File: src/rtl/core_pkg.sv
// Shared definitions for the IF/ID boundary of the 5-stage core.
// Defaults are overridable per instance through module parameters.
package core_pkg;

    localparam int          ILEN_DEF     = 32;
    localparam int          XLEN_DEF     = 32;
    localparam logic [31:0] NOP_INST_DEF = 32'h0000_0000;

    typedef struct packed {
        logic [ILEN_DEF-1:0] inst;
        logic [XLEN_DEF-1:0] pc_4;
        logic                fault;
        logic                valid;
    } if_id_entry_t;

endpackage

File: src/rtl/pipe_entry_reg.sv
// One IF/ID entry register: valid bit plus payload, cleared to a NOP bubble.
// A clear takes priority over a load in the same cycle.
module pipe_entry_reg
    import core_pkg::*;
#(
    parameter int              ILEN     = ILEN_DEF,
    parameter int              XLEN     = XLEN_DEF,
    parameter logic [ILEN-1:0] NOP_INST = ILEN'(NOP_INST_DEF)
) (
    input  logic            clk,
    input  logic            rst,
    input  logic            load,
    input  logic            clear,
    input  logic [ILEN-1:0] next_inst,
    input  logic [XLEN-1:0] next_pc_4,
    input  logic            next_fault,
    output logic            valid,
    output logic [ILEN-1:0] inst,
    output logic [XLEN-1:0] pc_4,
    output logic            fault
);

    always_ff @(posedge clk or posedge rst) begin
        if (rst) begin
            valid <= 1'b0;
            inst  <= NOP_INST;
            pc_4  <= '0;
            fault <= 1'b0;
        end else if (clear) begin
            valid <= 1'b0;
            inst  <= NOP_INST;
            pc_4  <= '0;
            fault <= 1'b0;
        end else if (load) begin
            valid <= 1'b1;
            inst  <= next_inst;
            pc_4  <= next_pc_4;
            fault <= next_fault;
        end
    end

endmodule

File: src/rtl/if_id_pipe_stage.sv
// IF->ID pipeline register with valid/ready handshake, flush-to-bubble,
// optional 2-entry skid buffer and a saturating ID-stall counter.
module if_id_pipe_stage
    import core_pkg::*;
#(
    parameter int              ILEN     = ILEN_DEF,
    parameter int              XLEN     = XLEN_DEF,
    parameter logic [ILEN-1:0] NOP_INST = ILEN'(NOP_INST_DEF),
    parameter int              SKID     = 1,
    parameter int              CNT_W    = 16
) (
    input  logic             clk,
    input  logic             rst,
    input  logic             flush,
    input  logic             if_valid,
    output logic             if_ready,
    input  logic [ILEN-1:0]  if_inst,
    input  logic [XLEN-1:0]  if_pc_4,
    input  logic             if_fault,
    output logic             id_valid,
    input  logic             id_ready,
    output logic [ILEN-1:0]  id_inst,
    output logic [XLEN-1:0]  id_pc_4,
    output logic             id_fault,
    output logic [CNT_W-1:0] stall_cnt
);

    logic            in_xfer;
    logic            out_xfer;
    logic            m_load;
    logic            m_clear;
    logic [ILEN-1:0] m_next_inst;
    logic [XLEN-1:0] m_next_pc_4;
    logic            m_next_fault;

    // Input accepted during a flush is squashed along with the held entries.
    assign in_xfer  = if_valid && if_ready && !flush;
    assign out_xfer = id_valid && id_ready;

    pipe_entry_reg #(
        .ILEN     (ILEN),
        .XLEN     (XLEN),
        .NOP_INST (NOP_INST)
    ) u_main (
        .clk        (clk),
        .rst        (rst),
        .load       (m_load),
        .clear      (m_clear),
        .next_inst  (m_next_inst),
        .next_pc_4  (m_next_pc_4),
        .next_fault (m_next_fault),
        .valid      (id_valid),
        .inst       (id_inst),
        .pc_4       (id_pc_4),
        .fault      (id_fault)
    );

    generate
        if (SKID != 0) begin : g_skid
            logic            s_valid;
            logic [ILEN-1:0] s_inst;
            logic [XLEN-1:0] s_pc_4;
            logic            s_fault;
            logic            s_load;
            logic            s_clear;
            logic            take_skid;

            // if_ready is a pure register output, so IF timing never sees id_ready.
            assign if_ready  = !s_valid;
            assign take_skid = out_xfer && s_valid;
            assign s_load    = in_xfer && id_valid && !out_xfer;
            assign s_clear   = flush || take_skid;

            assign m_load       = take_skid || (in_xfer && (!id_valid || out_xfer));
            assign m_clear      = flush || (out_xfer && !s_valid && !in_xfer);
            assign m_next_inst  = take_skid ? s_inst  : if_inst;
            assign m_next_pc_4  = take_skid ? s_pc_4  : if_pc_4;
            assign m_next_fault = take_skid ? s_fault : if_fault;

            pipe_entry_reg #(
                .ILEN     (ILEN),
                .XLEN     (XLEN),
                .NOP_INST (NOP_INST)
            ) u_skid (
                .clk        (clk),
                .rst        (rst),
                .load       (s_load),
                .clear      (s_clear),
                .next_inst  (if_inst),
                .next_pc_4  (if_pc_4),
                .next_fault (if_fault),
                .valid      (s_valid),
                .inst       (s_inst),
                .pc_4       (s_pc_4),
                .fault      (s_fault)
            );
        end else begin : g_single
            assign if_ready     = !id_valid || id_ready;
            assign m_load       = in_xfer;
            assign m_clear      = flush || (out_xfer && !in_xfer);
            assign m_next_inst  = if_inst;
            assign m_next_pc_4  = if_pc_4;
            assign m_next_fault = if_fault;
        end
    endgenerate

    always_ff @(posedge clk or posedge rst) begin
        if (rst) begin
            stall_cnt <= '0;
        end else if (id_valid && !id_ready && !flush && (stall_cnt != '1)) begin
            stall_cnt <= stall_cnt + 1'b1;
        end
    end

endmodule

File: config.mk
export PLATFORM = sky130hd
export DESIGN_NAME = if_id_pipe_stage
export DESIGN_NICKNAME = d
export VERILOG_FILES = /design/src/rtl/core_pkg.sv /design/src/rtl/pipe_entry_reg.sv /design/src/rtl/if_id_pipe_stage.sv
export SDC_FILE = /design/constraint.sdc
export NUM_CORES = 1
export LEC_CHECK = 0
export BUFFER_PORTS_ARGS = -buffer_cell sky130_fd_sc_hd__buf_4
export CAP_MARGIN = 20
export CORE_MARGIN = 10
export CORE_UTILIZATION = 45
export DETAILED_ROUTE_END_ITERATION = 8
export PLACE_DENSITY = 0.69
export SYNTH_ARGS = -nofsm -noshare
export SYNTH_HDL_FRONTEND = slang
export SYNTH_SLANG_ARGS = --single-unit
File: constraint.sdc
create_clock -name clk -period 4.2 [get_ports clk]
set_clock_uncertainty 0.1 [all_clocks]
set_input_delay 0.21 -clock clk [delete_from_list [all_inputs] [get_ports clk]]
set_output_delay 0.21 -clock clk [all_outputs]
set_load 0.05 [all_outputs]
* Word level (Yosys, flattened, before mapping) *
Index checks and enable logic that the tools add are counted.

storage, ports and cells
  bits in registers = 148
  bits of input ports = 70
  logic and storage cells = 54
  output and inout bits = 83

operators by class
  reductions and logical operators = 24
  eq/ne operators = 1
  muxes and demuxes = 19
  add/sub/neg operators = 1

operators by type and width
  operator                                        count
  2-to-1 mux 32 bit                               10
  adder 16 x 1 -> 16 bit (second input constant)  1
  != test 16 bit (second input constant)          1
  logical AND 1 bit                               12
  2-to-1 mux 1 bit                                9
  logical NOT 1 bit                               6
  logical OR 1 bit                                4
  nonzero test 2 bit                              2

* Logic depth before layout (Yosys ltp) *
Gate-level depths: netlist (run 1).

  word-level depth = 7
  gate-level depth with buffers = 7
  gate-level depth less buffers = 5

* Cells and area by module *
Synthesis (run 1) repeated with hierarchy kept, for this count alone.

unflattened totals
  cell total of the unflattened synthesis = 587
  area total of the unflattened synthesis = 7,063.0 µm²

modules (own cells, without submodules)
  module            cells an instance  sequential area each (µm²)  instances  area each (µm²)
  pipe_entry_reg    214                1,651.6                     2          2,711.4
  if_id_pipe_stage  159                400.4                       1          1,640.3

* Worst setup path before layout (run 1) *
Ideal clock, no wire load.

  path kind = flip-flop to flip-flop
  start point = register u_main.valid
  end point = register stall_cnt[15]
  buffers on the path = 1
  setup time = 0.082 ns
  stages on the path, launching flop included = 6
  data required time = 4.018 ns
  period minus slack after synthesis = 2.378 ns
  data arrival time = 2.196 ns
  slack = 1.822 ns
  cell sequence = dfrtp_1 -> or3b_1 -> clkbuf_2 -> or4_4 -> nor4b_2 -> xor2_1

between the ends
  word-level cells in the longest chain between the ends = 3

ends and longest elaborated chain
  item                            RTL line                 RTL
  start, declared                 pipe_entry_reg.sv:17     output logic valid,
  start signal, assigned          pipe_entry_reg.sv:25     valid <= 1'b0;
  start signal, assigned          pipe_entry_reg.sv:30     valid <= 1'b0;
  start signal, assigned          pipe_entry_reg.sv:35     valid <= 1'b1;
  logical AND 1 bit (3 in a row)  if_id_pipe_stage.sv:110  end else if (id_valid && !id_ready && !flush && (stall_cnt != '1)) begin
  end signal, assigned            if_id_pipe_stage.sv:111  stall_cnt <= stall_cnt + 1'b1;
  end, declared                   if_id_pipe_stage.sv:25   output logic [CNT_W-1:0] stall_cnt

Every way passes these cells.
A chain may end at the register's enable or synchronous reset.

* Final worst setup path (run 1) *
  start point = register u_main.valid
  end point = register g_skid.u_skid.inst[17]

between the ends
  word-level cells in the longest chain between the ends = 4
  elaborated cells on any way between the ends = 8
  classes of those cells = mux (1); reduce/logical (7)

ends and longest elaborated chain
  item                                                            RTL line                                        RTL
  logical AND 1 bit                                               if_id_pipe_stage.sv:38                          assign out_xfer = id_valid && id_ready;
  logical AND 1 bit / logical NOT 1 bit (equally long branches)   if_id_pipe_stage.sv:70, if_id_pipe_stage.sv:71
  logical OR 1 bit / logical AND 1 bit (equally long branches)    if_id_pipe_stage.sv:72, if_id_pipe_stage.sv:71
  2-to-1 mux 32 bit / nonzero test 2 bit (equally long branches)  n/a
  end signal, assigned                                            pipe_entry_reg.sv:36                            inst <= next_inst;
  end, declared                                                   pipe_entry_reg.sv:18                            output logic [ILEN-1:0] inst,

Parallel ways exist; a longest one is shown, timed or not.

==> results of run 1 <==
cells in the final DEF, fill, tap and decap left out, drive strengths merged, types with 2 or more instances in the layout:
| cell | netlist | layout |
|---|---|---|
| nand3 | 5 | 5 |
| nor3 | 7 | 7 |
| inv | 4 | 3 |
| o2bb2ai | 65 | 65 |
| o21ai | 2 | 2 |
| nor4 | 4 | 4 |
| nor2 | 5 | 5 |
| xor2 | 14 | 14 |
| a22o | 65 | 65 |
| nand2 | 7 | 7 |
| dfrtp | 148 | 148 |
| clkbuf | 28 | 26 |
| mux2i | 65 | 65 |
| nand4 | 4 | 4 |
| nor4b | 2 | 2 |
| or2 | 2 | 2 |
| clkinv | 0 | 4 |
| buf | 10 | 159 |
| dlygate4sd3 | 0 | 67 |
cell type report:
cell class	count	share of cell area
sequential	148	0.429
multi-input combinational	258	0.262
timing repair buffer	226	0.219
clock buffer	26	0.0567
tap	176	0.0255
clock inverter	5	0.00580
inverter	4	0.00218
metal layers:
layer	routed length (um)	part of all wire	vias up
li1	-	-	2120
met1	7460	0.45	2363
met2	7940	0.48	146
met3	970	0.059	12
met4	164	0.0099	0
met5	0	0	-
power groups by stage:
| stage | clock network [mW] | logic [mW] | registers (mW) |
|---|---|---|---|
| 2_1_floorplan | 0 | 0.160 | 1.81 |
| 3_3_place_gp | 0 | 0.612 | 1.59 |
| 3_5_place_dp | 0 | 0.622 | 1.59 |
| 4_1_cts | 1.43 | 0.674 | 1.57 |
| 5_1_grt | 1.48 | 0.710 | 1.58 |
| 6_report | 1.39 | 0.668 | 1.57 |
timing repair:
| item | 4_1_cts | 5_1_grt |
|---|---|---|
| hold endpoints to repair | 265 | 0 |
| hold buffers | 67 | 0 |
| setup buffers | 0 | 0 |
metrics by stage:
| stage | total power [mW] | utilization | hold slack [ns] | area (um2) | instances |
|---|---|---|---|---|---|
| 2_1_floorplan | 1.97 | - | 0.223 | 6090 | 448 |
| 3_3_place_gp | 2.21 | 0.559 | 0.346 | 7400 | 744 |
| 3_5_place_dp | 2.22 | 0.560 | 0.349 | 7420 | 745 |
| 4_1_cts | 3.67 | 0.652 | 0.107 | 8630 | 843 |
| 5_1_grt | 3.77 | 0.652 | 0.124 | 8630 | 843 |
| 6_report | 3.64 | 0.652 | 0.102 | 8630 | 843 |
path summary, 6_finish.rpt:
path,slack [ns],startpoint,end,cells past startpoint
min in group asynchronous,0.50,rst,stall_cnt[13],4
setup / recovery,1.18,u_main.valid,g_skid.u_skid.inst[17],4
setup reg to reg,1.18,u_main.valid,g_skid.u_skid.inst[17],4
hold / removal,0.10,if_valid,g_skid.u_skid.valid,3
max in group asynchronous,2.94,rst,u_main.pc_4[10],4
hold reg to reg,0.39,u_main.pc_4[18],u_main.pc_4[18],1
critical path, stage by stage (launching register included):
cell and delay [ns]:
dfrtp_1 0.48, and3_2 0.55, nor3_2 0.97, buf_4 0.59, a22o_1 0.22
cell families (layout without fill, tap and decap cells):
group / Yosys count / count (layout) / share of synthesized area
compound gates: 135 / 135 / 0.193
flops: 148 / 148 / 0.608
simple gates: 42 / 42 / 0.0417
mux: 66 / 66 / 0.109
xor+xnor: 14 / 14 / 0.0201
fa+ha+maj: 1 / 1 / 0.00205
buf+inv: 42 / 261 / 0.0263
sequential cells by signal, indices dropped and copies added (netlist names):
signal               flops
u_main.fault             1
u_main.pc_4             32
g_skid.u_skid.fault      1
g_skid.u_skid.inst      32
stall_cnt               16
g_skid.u_skid.pc_4      32
g_skid.u_skid.valid      1
u_main.valid             1
u_main.inst             32
==> summary.md, run 1 <==
| Metric | Value |
|---|---|
| Status | completed |
| Global-route met1 utilization | 0.241 |
| CTS tree | done |
| Die height | 136 um |
| Crit Path Category | flip-flop to flip-flop |
| Cells after synthesis | 448 |
| MaxCap Viol Count | 0 |
| Pre-CTS setup slack | 1.20 ns |
| # resized after CTS | 0 |
| Post-synth top area share | 0.608 |
| Area of the multi-input gates | 2260 um2 |
| Worst skew pair latency | 0.41 ns |
| Arrival time worst endpoint | 3.27 ns |
| Yosys cell types | 32 |
| Chip Width | 136 um |
| Area growth from synthesis to layout | 41.7% |
| Ys flop type | dfrtp_1 |
| Post-synthesis sequential area ratio | 0.608 |
| Seq pwr share | 0.433 |
| Post-synth top area cell | dfrtp_1 |
| Initial core utilization | 0.460 |
| Hold Violations, Final | 0 |
| Core area | 13200 um2 |
| Port-buffer cells | 152 |
| Top post-synthesis cells by count | dfrtp_1, a22o_1, mux2i_1, o2bb2ai_1, clkbuf_1 |
| Grt ovf | 0 |
| Dominant cells by area after synthesis | dfrtp_1, mux2i_1, a22o_1 |
| LEAKAGE | 4.30 nW |
| Top Ports | 153 |
| Largest net degree at the start of global routing | 149 |
| Final WL | 16.5 mm |
| Fin crit period | 3.02 ns |
| Routed wire per std cell | 19.6 um |
| Worst Tran Pin Value | 1.04 ns |
| Cell area after synthesis | 6090 um2 |
| Fmax | 331 MHz |
| Die area | 18600 um2 |
| Power share of the clock group | 0.384 |
| VDD IR max | 0.000277 V |
| Number of synthesized flops with an enable pin | 0 |
| Global-route track usage on met3 | 0.0535 |
| Comb pwr share | 0.184 |
| ANT nets after route | 0 |
| Met2 Use GR | 0.278 |
| Final setup vio count | 0 |
| Worst setup margin | 1.18 ns |
| Proportion of layout cells with a drive suffix above 1 | 0.297 |
| FF+latch count, synth | 148 |
| Row count | 42 |
| Number of global-route vias before repair | 4953 |
| CTS Buf Count | 17 |
| Average cell area after synthesis | 13.6 um2 |
| H-Tree Depth | 4 |
| DR pass1 iterations | 4 |
| CP Capture Type | flip-flop |
| Initial antenna violation count | 0 |
| CTS max path bufs | 2 |
| Seq. cell area | 3700 um2 |
| Total Nets Final | 726 |
| GP Congestion | 0.797 |
| Period utilization | 0.720 |
| Vias | 4641 |
| Clk pin slew, worst setup/hold paths | 0.06 ns |
| Dpl hpwl | 10.4 mm |
| RSZ-0062 raised after global routing | no |
| Most numerous cell in the Yosys netlist | dfrtp_1 |
| Slew Limit Fails | 0 |
| Int Pwr | 2.60 mW |
| Crit-path max FO | 50 |
| Clock root buffer master | clkbuf_16 |
| Diode count | 0 |
| Fill cells | 1008 |
| Min-Delay Path Class | input pin to flip-flop |
| Relative slew slack | 0.302 |
| Post-synth ARST share | 1.00 |
| Worst EP required | 4.45 ns |
| Worst setup SP type | flip-flop |
| Setup tns final | 0 ns |
| Gr usage total | 0.181 |
| Switching part of the total | 0.284 |
| Syn_nets | 519 |
| Ys Warns | 0 |
| First-pass GRT wire length | 27.0 mm |
| CTS sink cnt | 148 |
| Residual DRC count | 0 |
| Vias per cell | 5.51 |
| Grt peak-use layer | met2 |
| Cell area power density | 421 nW/um2 |
| P_sw | 1.03 mW |
| Iter 0 DRT Violations | 330 |
(Power assumes the default switching activity.)
==> run 2, diff against run 1 <==
ABC_AREA = 1   (was unset)
PLACE_DENSITY = 0.65   (was 0.69)
clock period = 2.8 ns   (was 4.2 ns; I/O delays follow)
==> run 2 against run 1 <==
Effect of this change: die area is 9.3% higher; critical path depth is 1 higher; maximum frequency is 50% higher; global-route usage is 0.20 points higher; clock-buffer cell count is 5 lower; non-clock buffer count is 4 higher; flip-flop and latch count stayed put; critical path type unchanged; largest cell class unchanged; largest power group is now the clock network.
==> summary.md, run 2 <==
| Metric | Value |
|---|---|
| Dominant cells by area after synthesis | dfrtp_1, nand2_1, inv_1 |
| HP Start | id_ready |
| Diode count | 0 (unchanged) |
| Die height | 143 um (+4.5%) |
| Placed cells | 1166 (+57%) |
| Min-Delay Path Class | input pin to flip-flop |
| FF+latch count, synth | 148 (unchanged) |
| Average cell area after synthesis | 7.84 um2 (-42%) |
| Number of global-route vias before repair | 6081 (+23%) |
| Final setup vio count | 0 (unchanged) |
| Post-synth top area cell | dfrtp_1 |
| Pre-CTS setup slack | 0.770 ns (-0.427 ns) |
| CTS tree | done |
| Initial core utilization | 0.461 (+0.00136) |
| Row count | 44 (+4.8%) |
| Most numerous cell in the Yosys netlist | nand2_1 |
| LEAKAGE | 5.06 nW (+18%) |
| Port-buffer cells | 152 (unchanged) |
| Post-synthesis sequential area ratio | 0.548 (-0.0598) |
| Top post-synthesis cells by count | nand2_1, inv_1, dfrtp_1, o21ai_0, o22ai_1 |
| Worst r2r src | u_main.valid |
| CP Capture Type | flip-flop |
| Cell area power density | 679 nW/um2 (+61%) |
| Proportion of layout cells with a drive suffix above 1 | 0.185 (-0.111) |
| Post-synth ARST share | 1.00 (unchanged) |
| First-pass GRT wire length | 30.4 mm (+13%) |
| RSZ-0062 raised after global routing | no |
| Tot Pwr | 6.36 mW (+75%) |
| Ys flop type | dfrtp_1 |
| CTS Buf Count | 17 (unchanged) |
| Largest net degree at the start of global routing | 149 (unchanged) |
| CTS sink cnt | 148 (unchanged) |
| MaxCap Viol Count | 0 (unchanged) |
| Fin crit period | 2.02 ns (-1.01 ns) |
| Setup tns final | 0 ns (unchanged) |
| Initial antenna violation count | 0 (unchanged) |
| Number of synthesized flops with an enable pin | 0 (unchanged) |
| Vias | 5941 (+28%) |
| Total Nets Final | 1139 (+57%) |
| Top Ports | 153 (unchanged) |
| Core area | 14600 um2 (+11%) |
| Arrival time worst endpoint | 2.19 ns (-1.08 ns) |
| Final WL | 18.0 mm (+8.7%) |
| Clock root buffer master | clkbuf_16 |
| Status | completed |
| Chip Width | 143 um (+4.5%) |
| Residual DRC count | 0 (unchanged) |
| Slew Limit Fails | 0 (unchanged) |
| Most common cell after layout, fill and taps aside | nand2_1 |
| Relative slew slack | 0.467 (+0.165) |
| Worst EP required | 2.98 ns (-1.47 ns) |
| Gr usage total | 0.183 (+0.00197) |
| Placed instance area | 8050 um2 (+8.5%) |
| Ys Warns | 0 (unchanged) |
| Worst reg2reg setup slack | 0.78 ns (-0.39 ns) |
| Syn_nets | 933 (+80%) |
| VDD IR max | 0.000412 V (+49%) |
| Hold EP | u_main.valid |
| Die area | 20300 um2 (+9.3%) |
| DR pass1 iterations | 5 (+1) |
| Cells after synthesis | 862 (+92%) |
| Fmax | 496 MHz (+50%) |
| Vias per cell | 4.70 (-15%) |
| Commonest cells after routing, fill and taps aside | nand2_1, buf_4, inv_1, dfrtp_1, o21ai_0 |
| Area growth from synthesis to layout | 38.8% |
| Worst Tran Pin Value | 0.800 ns (-0.242 ns) |
| Post-synth top area share | 0.548 (-0.0598) |
| Final Cell Area | 9380 um2 (+8.7%) |
| Dpl hpwl | 11.3 mm (+8.4%) |
| Iter 0 DRT Violations | 359 (+8.8%) |
| Hold depth | 4 (+1) |
| Worst r2r dst | g_skid.u_skid.pc_4[22] |
| Worst skew pair latency | 0.42 ns (about the same) |
| CTS max path bufs | 2 (unchanged) |
| Fin cells | 1263 (+50%) |
| Yosys cell types | 19 (-41%) |
| Hold Violations, Final | 0 (unchanged) |
| Grt ovf | 0 (unchanged) |
| Clk pin slew, worst setup/hold paths | 0.06 ns (about the same) |
| Crit Path Category | flip-flop to flip-flop |
| H-Tree Depth | 4 (unchanged) |
| Period utilization | 0.720 (about the same) |
| ANT nets after route | 0 (unchanged) |
| # resized after CTS | 0 (unchanged) |
| Crit-path max FO | 55 (+10%) |
| Worst Reg-to-Reg Cells | 5 (+1) |
| GP Congestion | 0.787 (-1.3%) |
| Worst setup SP type | flip-flop |
| Worst setup margin | 0.785 ns (-0.392 ns) |
| Routed wire per std cell | 14.2 um (-27%) |
| Cell area after synthesis | 6760 um2 (+11%) |
[run 2: cell types whose count changed after synthesis, moves of 18 or more]
cell,before,now
nor2_1,5,23
inv_1,4,149
buf_2,1,20
a22o_1,65,0
mux2i_1,65,0
nand2_1,7,328
o22ai_1,0,65
o2bb2ai_1,65,0
o21ai_0,2,70
[run 2: critical path, cell delays in order, from the launching register on]
cell     delay [ns]
dfrtp_1        0.46
nand3_4        0.27
buf_4          0.38
nand3_2        0.14
buf_4          0.39
o22ai_1        0.13
[run 2: worst max-delay path by stage]
stage                       from                endpoint  slack [ns]
floorplan                    rst     g_skid.u_skid.fault        0.70
global placement    u_main.valid  g_skid.u_skid.pc_4[13]        0.83
detailed placement  u_main.valid  g_skid.u_skid.pc_4[22]        0.77
CTS                 u_main.valid  g_skid.u_skid.pc_4[22]        0.76
global route        u_main.valid   g_skid.u_skid.pc_4[9]        0.60
finish              u_main.valid  g_skid.u_skid.pc_4[22]        0.78
[run 2: metal layers]
layer  GRT usage  share of wire  vias to the layer above
met3      0.0531          0.050                       29
met2       0.296           0.49                      121
met5           0              0                        -
met4      0.0684          0.021                        0
met1       0.229           0.44                     2716
li1            -              -                     3075
[run 2: repair_timing]
action / 4_1_cts / 5_1_grt
endpoints found under the setup margin: 0 / 0
hold buffers: 67 / 0
buffers inserted: 0 / 0
hold endpoints to repair: 279 / 0
[run 2: logic make-up after synthesis]
| logic type | Yosys count | share of synthesized area |
|---|---|---|
| DFF | 148 | 0.548 |
| buffers and inverters | 194 | 0.115 |
| xor gates and xnor gates | 3 | 0.00389 |
| and+or+nand+nor | 374 | 0.214 |
| AOI/OAI and AO/OA | 142 | 0.118 |
| adders and majority gates | 1 | 0.00185 |
[run 2: through the flow]
stage           util  hold WS (ns)
3_5_place_dp   0.550         0.319
5_1_grt        0.640         0.109
6_report       0.640         0.105
3_3_place_gp   0.550         0.316
4_1_cts        0.640        0.0802
2_1_floorplan      -         0.190
[run 2: final cells by class]
type,count,area [um2]
inverters,151,571
clock buffers,21,480
clock inverters,9,175
flip-flops and latches,148,3700
repair buffers,230,1910
fillers,1258,5270
well taps,184,230
multi-input cells,520,2310
[run 2: report_power, final]
part           switching [mW]  internal (mW)
registers               0.132           2.31
logic                   0.933          0.453
clock network           0.873           1.66
total                    1.94           4.43
